## config.mk

```make
export PLATFORM = sky130hd
export DESIGN_NAME = lsc_i2cm_arb_flat
export DESIGN_NICKNAME = d
export VERILOG_FILES = /design/src/rtl/lsc_i2cm_arb_if.sv /design/src/rtl/lsc_i2cm_arb.sv /design/src/flat_wrapper.sv
export SDC_FILE = /design/constraint.sdc
export NUM_CORES = 1
export LEC_CHECK = 0
export CAP_MARGIN = 20
export CELL_PAD_IN_SITES_DETAIL_PLACEMENT = 2
export CELL_PAD_IN_SITES_GLOBAL_PLACEMENT = 2
export CORE_MARGIN = 2
export CORE_UTILIZATION = 23
export CTS_BUF_LIST = sky130_fd_sc_hd__clkbuf_16
export DETAILED_ROUTE_END_ITERATION = 10
export HOLD_SLACK_MARGIN = 0.12
export PLACE_DENSITY_LB_ADDON = 0.05
export SETUP_SLACK_MARGIN = 0.1
export SYNTH_ARGS = -nofsm -noshare
export SYNTH_HDL_FRONTEND = slang
export SYNTH_SLANG_ARGS = --single-unit
```

## constraint.sdc

```tcl
create_clock -name clk -period 2.1 [get_ports clk]
set_clock_uncertainty 0.2 [all_clocks]
set_input_delay 0.63 -clock clk [delete_from_list [all_inputs] [get_ports clk]]
set_output_delay 0.63 -clock clk [all_outputs]
set_load 0.005 [all_outputs]
```

## src/rtl/lsc_i2cm_arb_if.sv

```systemverilog
// Bundle between the two requesting ports, the arbiter and the shared I2C master engine.
// Requests are level valids: reqN rises with rwN/ofsN/wdatN stable and stays up until the
// cycle after ackN; ackN is a one-cycle response, and m_run/m_done form a pulse pair with
// the engine, which reports occupancy on m_running.
interface lsc_i2cm_arb_if;
  logic        req0, req1;
  logic        rw0, rw1;
  logic [15:0] ofs0, ofs1;
  logic [7:0]  wdat0, wdat1;
  logic        ack0, ack1;
  logic        err0, err1;
  logic [7:0]  rdat;
  logic        busy;
  logic        m_run;
  logic        m_rw;
  logic [15:0] m_ofs;
  logic [7:0]  m_wdat;
  logic [6:0]  m_dev;
  logic [5:0]  m_intv;
  logic        m_running;
  logic        m_done;
  logic [7:0]  m_rdat;

  modport slave (
    input  req0, req1, rw0, rw1, ofs0, ofs1, wdat0, wdat1,
    output ack0, ack1, err0, err1, rdat, busy,
    output m_run, m_rw, m_ofs, m_wdat, m_dev, m_intv,
    input  m_running, m_done, m_rdat
  );

  modport master (
    output req0, req1, rw0, rw1, ofs0, ofs1, wdat0, wdat1,
    input  ack0, ack1, err0, err1, rdat, busy,
    input  m_run, m_rw, m_ofs, m_wdat, m_dev, m_intv,
    output m_running, m_done, m_rdat
  );
endinterface

```

## src/rtl/lsc_i2cm_arb.sv

```systemverilog
// Two-port scheduler in front of lsc_i2cm_16: grants one port, issues a single run pulse,
// waits for m_done (or the watchdog) and returns ack/err/rdat to the granted port.
module lsc_i2cm_arb #(
  parameter logic [6:0] DEV_ADDR = 7'h24,
  parameter logic [5:0] INTERVAL = 6'd30,
  parameter bit         PRIO0    = 1'b1,
  parameter int         TMO_W    = 20
) (
  input  logic               clk,
  input  logic               resetn,
  lsc_i2cm_arb_if.slave      bus,
  output logic [1:0]         dbg_state
);

  typedef enum logic [1:0] {S_IDLE, S_ISSUE, S_WAIT, S_ACK} state_t;

  // Abort on the S_WAIT cycle where wdog is about to reach all-ones,
  // so S_WAIT lasts at most 2**TMO_W-1 cycles.
  localparam logic [TMO_W-1:0] WDOG_LAST = {{(TMO_W-1){1'b1}}, 1'b0};
  localparam logic [TMO_W-1:0] WDOG_ONE  = {{(TMO_W-1){1'b0}}, 1'b1};

  state_t            state, state_nxt;
  logic              gnt, gnt_nxt;
  logic              last_gnt, last_gnt_nxt;
  logic              err, err_nxt;
  logic [TMO_W-1:0]  wdog, wdog_nxt;
  logic [7:0]        rdat_q, rdat_nxt;
  logic              m_rw_q, m_rw_nxt;
  logic [15:0]       m_ofs_q, m_ofs_nxt;
  logic [7:0]        m_wdat_q, m_wdat_nxt;
  logic              win;

  always_comb begin
    if (PRIO0)                        win = bus.req0 ? 1'b0 : 1'b1;
    else if (bus.req0 && bus.req1)    win = ~last_gnt;
    else                              win = bus.req1;
  end

  always_ff @(posedge clk or negedge resetn) begin
    if (!resetn) begin
      state    <= S_IDLE;
      gnt      <= 1'b0;
      last_gnt <= 1'b1;
      err      <= 1'b0;
      wdog     <= '0;
      rdat_q   <= '0;
      m_rw_q   <= 1'b0;
      m_ofs_q  <= '0;
      m_wdat_q <= '0;
    end else begin
      state    <= state_nxt;
      gnt      <= gnt_nxt;
      last_gnt <= last_gnt_nxt;
      err      <= err_nxt;
      wdog     <= wdog_nxt;
      rdat_q   <= rdat_nxt;
      m_rw_q   <= m_rw_nxt;
      m_ofs_q  <= m_ofs_nxt;
      m_wdat_q <= m_wdat_nxt;
    end
  end

  always_comb begin
    state_nxt    = state;
    gnt_nxt      = gnt;
    last_gnt_nxt = last_gnt;
    err_nxt      = err;
    wdog_nxt     = wdog;
    rdat_nxt     = rdat_q;
    m_rw_nxt     = m_rw_q;
    m_ofs_nxt    = m_ofs_q;
    m_wdat_nxt   = m_wdat_q;
    case (state)
      S_IDLE: begin
        // An engine still finishing an aborted transfer blocks new grants.
        if ((bus.req0 || bus.req1) && !bus.m_running) begin
          gnt_nxt      = win;
          last_gnt_nxt = win;
          m_rw_nxt     = win ? bus.rw1   : bus.rw0;
          m_ofs_nxt    = win ? bus.ofs1  : bus.ofs0;
          m_wdat_nxt   = win ? bus.wdat1 : bus.wdat0;
          state_nxt    = S_ISSUE;
        end
      end
      S_ISSUE: begin
        wdog_nxt  = '0;
        state_nxt = S_WAIT;
      end
      S_WAIT: begin
        wdog_nxt = wdog + WDOG_ONE;
        if (bus.m_done) begin
          if (m_rw_q) rdat_nxt = bus.m_rdat;
          err_nxt   = 1'b0;
          state_nxt = S_ACK;
        end else if (wdog == WDOG_LAST) begin
          err_nxt   = 1'b1;
          state_nxt = S_ACK;
        end
      end
      S_ACK: begin
        state_nxt = S_IDLE;
      end
      default: state_nxt = S_IDLE;
    endcase
  end

  assign bus.ack0   = (state == S_ACK) && !gnt;
  assign bus.ack1   = (state == S_ACK) &&  gnt;
  assign bus.err0   = (state == S_ACK) && !gnt && err;
  assign bus.err1   = (state == S_ACK) &&  gnt && err;
  assign bus.rdat   = rdat_q;
  assign bus.busy   = (state != S_IDLE);
  assign bus.m_run  = (state == S_ISSUE);
  assign bus.m_rw   = m_rw_q;
  assign bus.m_ofs  = m_ofs_q;
  assign bus.m_wdat = m_wdat_q;
  assign bus.m_dev  = DEV_ADDR;
  assign bus.m_intv = INTERVAL;
  assign dbg_state  = state;

endmodule

```

## src/flat_wrapper.sv

```systemverilog
// flat-port wrapper written by rule: the top's interface ports become plain ports
module lsc_i2cm_arb_flat 
#(
  parameter logic [6:0] DEV_ADDR = 7'h24,
  parameter logic [5:0] INTERVAL = 6'd30,
  parameter bit         PRIO0    = 1'b1,
  parameter int         TMO_W    = 20
)
  (clk, resetn, dbg_state, bus_req0, bus_req1, bus_rw0, bus_rw1, bus_ofs0, bus_ofs1, bus_wdat0, bus_wdat1, bus_ack0, bus_ack1, bus_err0, bus_err1, bus_rdat, bus_busy, bus_m_run, bus_m_rw, bus_m_ofs, bus_m_wdat, bus_m_dev, bus_m_intv, bus_m_running, bus_m_done, bus_m_rdat);
  lsc_i2cm_arb_if bus_i ();
  input  logic clk;
  input  logic resetn;
  output logic [1:0] dbg_state;
  input wire logic [$bits(bus_i.req0)-1:0] bus_req0;
  input wire logic [$bits(bus_i.req1)-1:0] bus_req1;
  input wire logic [$bits(bus_i.rw0)-1:0] bus_rw0;
  input wire logic [$bits(bus_i.rw1)-1:0] bus_rw1;
  input wire logic [$bits(bus_i.ofs0)-1:0] bus_ofs0;
  input wire logic [$bits(bus_i.ofs1)-1:0] bus_ofs1;
  input wire logic [$bits(bus_i.wdat0)-1:0] bus_wdat0;
  input wire logic [$bits(bus_i.wdat1)-1:0] bus_wdat1;
  output wire logic [$bits(bus_i.ack0)-1:0] bus_ack0;
  output wire logic [$bits(bus_i.ack1)-1:0] bus_ack1;
  output wire logic [$bits(bus_i.err0)-1:0] bus_err0;
  output wire logic [$bits(bus_i.err1)-1:0] bus_err1;
  output wire logic [$bits(bus_i.rdat)-1:0] bus_rdat;
  output wire logic [$bits(bus_i.busy)-1:0] bus_busy;
  output wire logic [$bits(bus_i.m_run)-1:0] bus_m_run;
  output wire logic [$bits(bus_i.m_rw)-1:0] bus_m_rw;
  output wire logic [$bits(bus_i.m_ofs)-1:0] bus_m_ofs;
  output wire logic [$bits(bus_i.m_wdat)-1:0] bus_m_wdat;
  output wire logic [$bits(bus_i.m_dev)-1:0] bus_m_dev;
  output wire logic [$bits(bus_i.m_intv)-1:0] bus_m_intv;
  input wire logic [$bits(bus_i.m_running)-1:0] bus_m_running;
  input wire logic [$bits(bus_i.m_done)-1:0] bus_m_done;
  input wire logic [$bits(bus_i.m_rdat)-1:0] bus_m_rdat;
  assign bus_i.req0 = bus_req0;
  assign bus_i.req1 = bus_req1;
  assign bus_i.rw0 = bus_rw0;
  assign bus_i.rw1 = bus_rw1;
  assign bus_i.ofs0 = bus_ofs0;
  assign bus_i.ofs1 = bus_ofs1;
  assign bus_i.wdat0 = bus_wdat0;
  assign bus_i.wdat1 = bus_wdat1;
  assign bus_ack0 = bus_i.ack0;
  assign bus_ack1 = bus_i.ack1;
  assign bus_err0 = bus_i.err0;
  assign bus_err1 = bus_i.err1;
  assign bus_rdat = bus_i.rdat;
  assign bus_busy = bus_i.busy;
  assign bus_m_run = bus_i.m_run;
  assign bus_m_rw = bus_i.m_rw;
  assign bus_m_ofs = bus_i.m_ofs;
  assign bus_m_wdat = bus_i.m_wdat;
  assign bus_m_dev = bus_i.m_dev;
  assign bus_m_intv = bus_i.m_intv;
  assign bus_i.m_running = bus_m_running;
  assign bus_i.m_done = bus_m_done;
  assign bus_i.m_rdat = bus_m_rdat;
  lsc_i2cm_arb #(.DEV_ADDR(DEV_ADDR), .INTERVAL(INTERVAL), .PRIO0(PRIO0), .TMO_W(TMO_W)) u_core (.clk(clk), .resetn(resetn), .bus(bus_i), .dbg_state(dbg_state));
endmodule
```

# Word-level counts from Yosys, hierarchy flattened
# Cells that the tools add are included.
# word_totals
register_bits	57
word_cells	42
out_inout_bits	54
# classes
reduce_logical	16
muxes	11
n_addsub	1
eq_ne	6
# ops
operator	n
$pmux W20 S2	1
$add A20 B1 Y20 const B	1
$eq A20 B20 Y1 const B	1
$mux W16	1
$mux W8	1
$pmux W2 S4	1
$mux W2	3
$reduce_and A2 Y1	3
$reduce_bool A2 Y1	3
$logic_and A1 B1 Y1	5
$eq A2 B2 Y1 const B	2
$mux W1	4
$ne A3 B2 Y1 const B	1
$reduce_and A3 Y1	1
$eq A2 B1 Y1 const B	1
$logic_not A1 Y1	2
$logic_not A2 Y1	1
$ne A2 B1 Y1 const B	1
$logic_or A1 B1 Y1	1

# Logic depth before layout (Yosys ltp)
# Gate-level depths: netlist of run 1.
# depth
word_depth	4
mapped_depth	7

# Worst setup path after synthesis of run 1
# Ideal clock, no wire load.
# synth_timing
path_type	register to register
from	reg u_core.state[0], in the netlist u_core.dbg_state[0]
to	reg u_core.wdog[18]
t_required_ns	1.823
period_less_slack_ns	2.125
path_slack_ns	-0.025
setup_ns	0.077
t_arrival_ns	1.848
stages_incl_launch_ff	8
path_buffers	1
path_cell_list	dfrtp_1 > inv_1 > ha_1 > clkbuf_1 > and2_1 > nand3_1 > or4_1 > a21oi_1
# synth_via
elab_chain_len	2
elab_cells_between_ends	4
# synth_lines
item	line	source
start, declared	lsc_i2cm_arb.sv:22	state_t state, state_nxt;
start signal, assigned	lsc_i2cm_arb.sv:51	state <= state_nxt;
$eq A2 B2 Y1 / $eq A2 B1 Y1 (equally long branches)	lsc_i2cm_arb.sv:73	case (state)
$pmux W20 S2 / $reduce_bool A2 Y1 (equally long branches)	n/a	
end signal, assigned	lsc_i2cm_arb.sv:55	wdog <= wdog_nxt;
end, declared	lsc_i2cm_arb.sv:26	logic [TMO_W-1:0] wdog, wdog_nxt;
# Several ways; a longest one is shown, not always the timed one.
# A chain may end at the register's enable or synchronous reset.

# Worst setup path after layout of run 1
# layout_timing
from	reg u_core.state[1], in the netlist u_core.dbg_state[1]
to	reg u_core.wdog[17]
# Same word-level chain as after synthesis.

==> impl_metrics.json, run 1 <==
{
  "cap_violations": 0,
  "crit_start": "u_core.dbg_state[1]",
  "rsz0062_at_grt": "true",
  "clkSinkCount": 57,
  "clockBufferDepth": 2,
  "violations": "negative setup slack",
  "portBuffers": 104,
  "grt_util_met3_pct": 3.66,
  "diodes": 0,
  "r2r_cells": 7,
  "synth.top_cell.area_share_pct": 49.9,
  "ys_warn_count": 0,
  "cts_buffers": 9,
  "ff2ff_setup_slack_ps": -30,
  "dp_slack_ps": -246,
  "status": "complete, but fails checks",
  "met1_usage_pct": 17.3,
  "antenna_found_initial": 0,
  "cp_num_cells": 7,
  "setup_tns_ps": -93.5,
  "drive_gt1_share_pct": 23.2,
  "cts_root_buf": "clkbuf_16",
  "synth_seq_cells": 57,
  "fin_util_pct": 39.1,
  "synthMostInstantiatedCell": "dfrtp_1",
  "antenna_left": 0,
  "htree_num_levels": 3,
  "arrival_ps": 2190,
  "grt_pass1_wl_mm": 14.3,
  "r2r_end": "u_core.wdog[17]",
  "core_area_sq_um": 12100,
  "slowest_delay_ps": 410,
  "io_pins": 118,
  "drc_errors": 0,
  "synth.avg_cell_area_sq_um": 10.1,
  "clk_pin_slew_ps": 50,
  "worstPathRequired_ps": 2160,
  "rows": 40,
  "dieArea_sq_um": 13300,
  "critPathTopFamily": "simple AND/OR/NAND/NOR gates",
  "grt_max_degree": 58,
  "dpl.hpwl_mm": 6.66,
  "synth_area_sq_um": 2860,
  "powerDensity_nw_per_um2": 1120,
  "ys_top_cells_by_count": "57 x dfrtp_1, 36 x nor2_1, 34 x a21oi_1",
  "synth_ff_type": "dfrtp_1",
  "via_per_inst": 4.45,
  "synthTopCellsByArea": "dfrtp_1 50%, mux2i_1 9.4%, a21oi_1 5.9%, nor2_1 4.7%, buf_4 3.4%",
  "cp_common_cell": "or3_4",
  "fin_nets": 491,
  "p_leak_nw": 2.08,
  "grt_pass1_vias": 2690,
  "grt_remaining_overflow": 0,
  "setup_ws_ps": -26.4,
  "die_h_um": 116,
  "gp_congestion": 0.709,
  "seq_area_frac_synth_pct": 49.9,
  "yosys.area.top_type": "dfrtp_1",
  "endpoint_kind": "register",
  "synth_cells": 283,
  "crit_end": "u_core.wdog[17]",
  "fill_cells": 1291,
  "fmax_ghz": 0.470,
  "drt-total-wl_mm": 9.38,
  "drt_iter0_drc": 23,
  "rr_startpoint": "u_core.dbg_state[1]",
  "finalMaxSlewViolations": 0,
  "start_util_pct": 23.7,
  "cp_slowest_cell": "dfrtp_2",
  "post_drt_wl_per_cell_um": 15.8,
  "via_count": 2645,
  "synth_cell_types": 38,
  "crit_chain": "buf_6 > inv_8 > ha_4 > nand2_4 > or3_4 > or3_4 > a21oi_2",
  "cts_tree": "done",
  "period_needed_ps": 2130,
  "startpoint_type": "register",
  "placed_cells": 558,
  "synthArstFlopShare_pct": 100,
  "busiest_layer": "met2",
  "synth_edf_count": 0,
  "fin_cells": 594,
  "min_path_type": "reg -> reg",
  "area_growth_pct": 64.8,
  "path_buf_inv": 2,
  "period_share_pct": 101,
  "setup-violations-final": 5,
  "clk_latency_ps": 330,
  "dr.pass1.iters": 3,
  "grt_usage_pct": 14.2,
  "final_hold_viol_count": 0,
  "path_class": "reg -> reg",
  "peakVddDrop_uv": 383,
  "die_w_um": 116,
  "cp_max_fo": 6,
  "grt_use_met2_pct": 23.0
}
[state kept, by name (all words and copies together) (netlist names)]
register and count:
u_core.bus.m_wdat 8, u_core.wdog 20, u_core.gnt 1, u_core.bus.rdat 8
u_core.bus.m_rw 1, u_core.dbg_state 2, u_core.bus.m_ofs 16, u_core.err 1
[report_power, final]
part           switching (mW)  internal, mW
clock                   0.502         0.771
combinational            1.09          1.26
sequential              0.213          1.46
total                    1.81          3.50
[layer usage]
layer | vias up | part of all wire (%)
li1 | 1243 | -
met1 | 1306 | 43
met2 | 80 | 49
met3 | 16 | 5.6
met4 | 0 | 2.8
met5 | - | 0
[placed cells by master, fill, tap and decap left out, drive strengths merged, types with 11 or more instances in the layout]
cell type,count
o21ai,14
conb,13
dlygate4sd2,33
buf,45
dfrtp,57
a21oi,34
clkdlybuf4s50,62
nor2,36
mux2i,27
clkbuf,11
[worst reg2reg max path: cells and delay by family (launching register included)]
family	cells	cell delay, ps
AOI/OAI and AO/OA	1	130
adders and majority gates	1	290
buffers and inverters	2	170
DFF	1	410
and+or+nand+nor	3	860
[worst min-delay path by stage]
stage / from / end / depth (start not counted)
finish: u_core.bus.rdat[0] / u_core.bus.rdat[0] / 1
global route: u_core.bus.rdat[0] / u_core.bus.rdat[0] / 1
CTS: u_core.bus.rdat[0] / u_core.bus.rdat[0] / 1
detailed placement: u_core.bus.rdat[6] / u_core.bus.rdat[6] / 1
global placement: u_core.bus.rdat[3] / u_core.bus.rdat[3] / 1
floorplan: resetn / u_core.bus.m_ofs[0] / 0
[area by class of cell]
cell class | instances | area, sq um | share of cell area [%]
Sequential cell | 57 | 1430 | 30.3
Clock buffer | 9 | 225 | 4.78
Tap cell | 168 | 210 | 4.46
Inverter | 8 | 42.5 | 0.903
Clock inverter | 7 | 28.8 | 0.611
Timing Repair Buffer | 143 | 1340 | 28.5
Multi-Input combinational cell | 202 | 1430 | 30.4
[stage by stage]
stage,total power [mW],hold WS [ps],cell area (sq um)
floorplan,2.60,134,2930
global placement,3.88,290,4210
detailed placement,3.94,296,4210
CTS,5.27,303,4590
global route,5.71,312,4710
finish,5.30,298,4710
[kinds of logic after synthesis]
logic type | count (synthesis) | synth area share [%]
AO/OA/AOI/OAI | 58 | 11.3
XOR/XNOR | 6 | 1.84
adder cells (fa/ha/maj) | 6 | 2.62
buffers and inverters | 35 | 6.74
flip-flops | 57 | 49.9
multiplexers | 35 | 12.6
other | 2 | 0.263
AND/OR/NAND/NOR | 84 | 14.8
[timing repair]
action                                  in CTS  in global routing
pin swaps                                    8                  9
gates resized for setup                     85                 20
endpoints found under the setup margin      47                 22
hold buffers                                 1                  0
setup buffers                               12                  7
endpoints found under the hold margin        8                  0
Power figures use the tool's default switching activity.
==> inputs of run 2 (changes only) <==
--- a/config.mk
+++ b/config.mk
@@ -11,6 +11,7 @@
 export CORE_MARGIN = 2
 export CORE_UTILIZATION = 23
 export CTS_BUF_LIST = sky130_fd_sc_hd__clkbuf_16
+export CTS_CLUSTER_DIAMETER = 40
 export DETAILED_ROUTE_END_ITERATION = 10
 export HOLD_SLACK_MARGIN = 0.12
 export PLACE_DENSITY_LB_ADDON = 0.05
==> results of run 2 <==
The final DEF is identical to that of run 1; final timing and power are the same.
==> inputs of run 3 (changes only) <==
--- a/config.mk
+++ b/config.mk
@@ -5,7 +5,7 @@
 export SDC_FILE = /design/constraint.sdc
 export NUM_CORES = 1
 export LEC_CHECK = 0
-export CAP_MARGIN = 20
+export CAP_MARGIN = 30
 export CELL_PAD_IN_SITES_DETAIL_PLACEMENT = 2
 export CELL_PAD_IN_SITES_GLOBAL_PLACEMENT = 2
 export CORE_MARGIN = 2
==> results of run 3 <==
The final DEF is identical to that of run 1; final timing and power are the same.
